`config.mk`:
```
export PLATFORM = sky130hd
export DESIGN_NAME = sr_mdu
export DESIGN_NICKNAME = d
export VERILOG_FILES = /design/src/rtl/sr_mdu.sv
export SDC_FILE = /design/constraint.sdc
export NUM_CORES = 1
export LEC_CHECK = 0
export BUFFER_PORTS_ARGS = -buffer_cell sky130_fd_sc_hd__clkbuf_2
export CORE_MARGIN = 5
export CORE_UTILIZATION = 25
export DETAILED_ROUTE_END_ITERATION = 6
export PLACE_DENSITY_LB_ADDON = 0.08
export SETUP_SLACK_MARGIN = 0.2
export SYNTH_ARGS = -nofsm -noshare
export SYNTH_HDL_FRONTEND = slang
export SYNTH_SLANG_ARGS = --single-unit
```
`constraint.sdc`:
```
create_clock -name clk -period 3.3 [get_ports clk]
set_input_delay 0 -clock clk [delete_from_list [all_inputs] [get_ports clk]]
set_output_delay 0 -clock clk [all_outputs]
set_load 0.05 [all_outputs]
```
`src/rtl/sr_mdu.sv`:
```
// Iterative 32-bit unsigned multiply/divide unit: shift-add multiply, restoring divide,
// one bit per cycle with a fixed 33-cycle start-to-done latency.
module sr_mdu (
    input  logic        clk,
    input  logic        rst_n,
    input  logic        start,
    input  logic [1:0]  oper,
    input  logic [31:0] srcA,
    input  logic [31:0] srcB,
    output logic        busy,
    output logic        done,
    output logic [31:0] result,
    output logic        zero
);

    localparam int unsigned W  = 32;
    localparam int unsigned CW = 5;

    typedef enum logic [1:0] {
        IDLE = 2'd0,
        RUN  = 2'd1,
        DONE = 2'd2
    } state_t;

    state_t         state, state_nxt;
    logic [CW-1:0]  cnt, cnt_nxt;
    logic [1:0]     oper_q;
    logic [W-1:0]   opb;
    logic [W-1:0]   hi, hi_nxt;
    logic [W-1:0]   lo, lo_nxt;
    logic [W-1:0]   result_nxt;
    logic           busy_nxt, done_nxt, load;
    logic [W:0]     mul_sum, rem_sh, rem_sub;
    logic           rem_ge;

    // hi/lo form the 64-bit product register for multiply, and the partial
    // remainder / dividend-quotient shift pair for divide; opb holds the
    // multiplicand or divisor.
    always_comb begin
        mul_sum = {1'b0, hi} + {1'b0, (lo[0] ? opb : '0)};
        rem_sh  = {hi, lo[W-1]};
        rem_sub = rem_sh - {1'b0, opb};
        rem_ge  = (rem_sh >= {1'b0, opb});
    end

    always_comb begin
        state_nxt  = state;
        cnt_nxt    = cnt;
        hi_nxt     = hi;
        lo_nxt     = lo;
        result_nxt = result;
        busy_nxt   = 1'b0;
        done_nxt   = 1'b0;
        load       = 1'b0;
        case (state)
            IDLE: begin
                if (start) begin
                    state_nxt = RUN;
                    cnt_nxt   = '0;
                    busy_nxt  = 1'b1;
                    load      = 1'b1;
                    hi_nxt    = '0;
                    lo_nxt    = oper[1] ? srcA : srcB;
                end
            end
            RUN: begin
                busy_nxt = 1'b1;
                cnt_nxt  = CW'(cnt + 1'b1);
                if (oper_q[1]) begin
                    hi_nxt = rem_ge ? W'(rem_sub) : W'(rem_sh);
                    lo_nxt = {lo[W-2:0], rem_ge};
                end else begin
                    hi_nxt = mul_sum[W:1];
                    lo_nxt = {mul_sum[0], lo[W-1:1]};
                end
                if (cnt == CW'(W - 1)) begin
                    state_nxt  = DONE;
                    busy_nxt   = 1'b0;
                    done_nxt   = 1'b1;
                    // MULHU/REMU come from the upper half, MUL/DIVU from the lower
                    result_nxt = oper_q[0] ? hi_nxt : lo_nxt;
                end
            end
            DONE:    state_nxt = IDLE;
            default: state_nxt = IDLE;
        endcase
    end

    always_ff @(posedge clk) begin
        if (!rst_n) begin
            state  <= IDLE;
            cnt    <= '0;
            oper_q <= '0;
            opb    <= '0;
            hi     <= '0;
            lo     <= '0;
            result <= '0;
            busy   <= 1'b0;
            done   <= 1'b0;
        end else begin
            state  <= state_nxt;
            cnt    <= cnt_nxt;
            hi     <= hi_nxt;
            lo     <= lo_nxt;
            result <= result_nxt;
            busy   <= busy_nxt;
            done   <= done_nxt;
            if (load) begin
                oper_q <= oper;
                opb    <= oper[1] ? srcB : srcA;
            end
        end
    end

    assign zero = (result == '0);

endmodule

```
==> results_dict.tcl <==
set metrics [dict create \
    status "complete, but fails checks" \
    violations "hold timing" \
    crit_arrival_ps 3460 \
    start_util_pct 25.4 \
    setup_ws_ps 210 \
    clk_pin_slew_ps 60 \
    grt.total_usage_pct 19.8 \
    hold_class "in2reg" \
    n_fill_cell 4669 \
    dr.pass1.iters 5 \
    synth.most_common_cell "dfxtp_1" \
    yosys.area.top_type_share_pct 24.7 \
    seqCellArea_sq_mm 0.00285 \
    rsz0062_at_grt "true" \
    drive_above_1_share_pct 33.3 \
    synth-seq-cells 139 \
    path_class "reg2reg" \
    setup_viol 0 \
    numCtsBuffers 17 \
    power_density_mw_per_mm2 366 \
    synth_area_sq_mm 0.0112 \
    ios 104 \
    required_ps 3670 \
    fmax_mhz 324 \
    finalClockSkew_ps 10.4 \
    antenna_found_initial 2 \
    maxCapViolCount 0 \
    max_slew_margin_pct 48.4 \
    crit_fanout 3 \
    synth_nets 1539 \
    die_y_um 222 \
    critical_path.cell_chain "and2_4, ha_4, inv_2, fa_2, nand2b_4, a21o_4, a211oi_4, nor4_4, o31a_1, mux2_4, a221o_1, a2bb2oi_2, nor2_1" \
    yosysSeqAreaShare_pct 24.7 \
    core-area_sq_mm 0.0443 \
    slowest_stage "dfxtp_4" \
    grt_pass1_vias 11600 \
    synth_top_area_cell "dfxtp_1" \
    first_iter_violations 844 \
    die-area_sq_mm 0.0493 \
    leakage_nw 6.47 \
    grt_start_max_net_pins 56 \
    yosys_warnings 0 \
    hpwl_um 38400 \
    die_x_um 222 \
    period_minus_slack_ps 3090 \
    rows 77 \
    critPathLaunchType "register" \
    grt_overflow_total 0 \
    synth_edf_count 0 \
    routabilityCongestion 0.910 \
    synth_area_leaders "dfxtp_1 (25%), mux2i_1 (7.8%), ha_1 (7.3%), a211oi_1 (4.7%), a21oi_1 (4.4%)" \
    cp_slowest_stage_delay_ps 370 \
    cts_max_path_buffers 2 \
    hold_violations 1 \
    final_nets 1819 \
    port_buffers 103 \
    drv_slew 0 \
    cts_tree "done" \
    timing.hold.ws_ps -3.05 \
    synth_area_per_cell_sq_um 8.02 \
    syn_inst 1402 \
    grt_pass1_wl_um 75500 \
    dp_slack_ps -410 \
    dp.cells 2168 \
    cts.sinks 139 \
    detail_route.vias_per_cell 5.20 \
    n_antenna_cell 0 \
    instances_no_fill 2287 \
    synthFlopType "dfxtp_1" \
    ir_worst_vdd_mv 0.306 \
    tns_ps 0 \
    cts_root_buf "clkbuf_16" \
    vias 11900 \
    multi_input_area_sq_mm 0.00862 \
    end_kind "register" \
    synthTopCellsByCount "dfxtp_1 (139), nor2_1 (117), a21oi_1 (98)" \
    wirelength_um 50500 \
    async_flop_share_pct 0 \
    fin_total_pwr_w 0.00580 \
    wl_per_cell_um 22.1 \
    syn2layout_area_growth_pct 40.8 \
    h-tree-depth 4 \
    worst_pin_slew_ps 774 \
    yosysUniqueCellTypes 95 \
    fin_crit_sh_pct 93.6 \
    insertion_delay_ps 450 \
    drc_errors 0 \
    ant_nets 0 \
]
-- final timing paths --
path                                         startpoint  slack, ps  cells after the start                       to
worst min-delay path                            srcB[4]         -3                      3      opb[4]$_SDFFE_PN0P_
worst max-delay path                 lo[0]$_SDFFE_PN0P_        210                     13      hi[23]$_SDFFE_PN0P_
worst max register to register       lo[0]$_SDFFE_PN0P_        210                     13      hi[23]$_SDFFE_PN0P_
worst min register to register  result[29]$_SDFFE_PN0P_        480                      2  result[29]$_SDFFE_PN0P_
-- per-stage QoR --
step / utilization (%) / hold slack, ps / instance area, sq um
after floorplan: - / 136 / 11200
after global placement: 30.1 / 261 / 13300
after detailed placement: 30.1 / 261 / 13300
after CTS: 34.6 / 3.18 / 15300
after global routing: 35.7 / 26.5 / 15800
final: 35.7 / -3.05 / 15800
-- logic make-up after synthesis --
logic type	Yosys count	share of synthesized area, %
AOI/OAI and AO/OA	468	28.4
and+or+nand+nor	404	17.7
buffers and inverters	156	6.65
DFF	139	24.7
muxes	122	11.3
adders and majority gates	68	7.70
xor gates and xnor gates	45	3.50
-- layout make-up --
class,instances,share of cell area (%)
multi-input combinational,1107,54.4
sequential,139,18.0
timing repair buffer,362,17.7
tap,592,4.68
clock buffer,20,2.95
inverter,55,1.32
clock inverter,12,1.03
-- flip-flops by register name, indices dropped and copies added, names as in the netlist --
name,flops
busy,1
hi,32
oper_q,2
cnt,5
state,2
lo,32
opb,32
result,32
done,1
-- what timing repair did --
action / in CTS / in global routing
hold endpoints to repair: 35 / 0
setup buffers: 16 / 11
gates resized for setup: 118 / 97
hold buffers: 57 / 0
gates cloned: 3 / 0
endpoints found under the setup margin: 51 / 58
pin swaps: 36 / 48
-- cells in the final DEF (no fill, tap or decap), types with 31 or more instances in the layout --
master | synthesis | final
a211oi_1 | 71 | 67
a21oi_1 | 98 | 81
and2_1 | 42 | 34
buf_4 | 7 | 183
clkbuf_2 | 1 | 102
dfxtp_1 | 139 | 106
dlygate4sd3_1 | 1 | 57
ha_4 | 0 | 33
inv_1 | 52 | 47
mux2_2 | 31 | 31
mux2i_1 | 88 | 86
nand2_1 | 92 | 89
nor2_1 | 117 | 115
o21ai_0 | 66 | 51
o22ai_1 | 36 | 35
-- report_power, final --
group | total (W) | switching, W | internal (W)
combinational | 0.00182 | 0.000977 | 0.000843
clock | 0.00211 | 0.000854 | 0.00126
sequential | 0.00187 | 0.000105 | 0.00176
-- routing by layer --
layer	GRT usage, %	part of all wire [%]	vias to the layer above
li1	-	-	5815
met1	30.3	51	5714
met2	29.1	42	321
met3	2.69	5.0	40
met4	4.83	1.7	0
met5	0	0	-
-- critical path: cells and delay by family, from the launching register on --
family                     cells  cell delay [ps]
and+or+nand+nor                4              500
AOI/OAI and AO/OA              5             1340
muxes                          1              290
adders and majority gates      2              460
buffers and inverters          1               30
DFF                            1              370
Note: power is estimated with default switching activity, not from simulation.
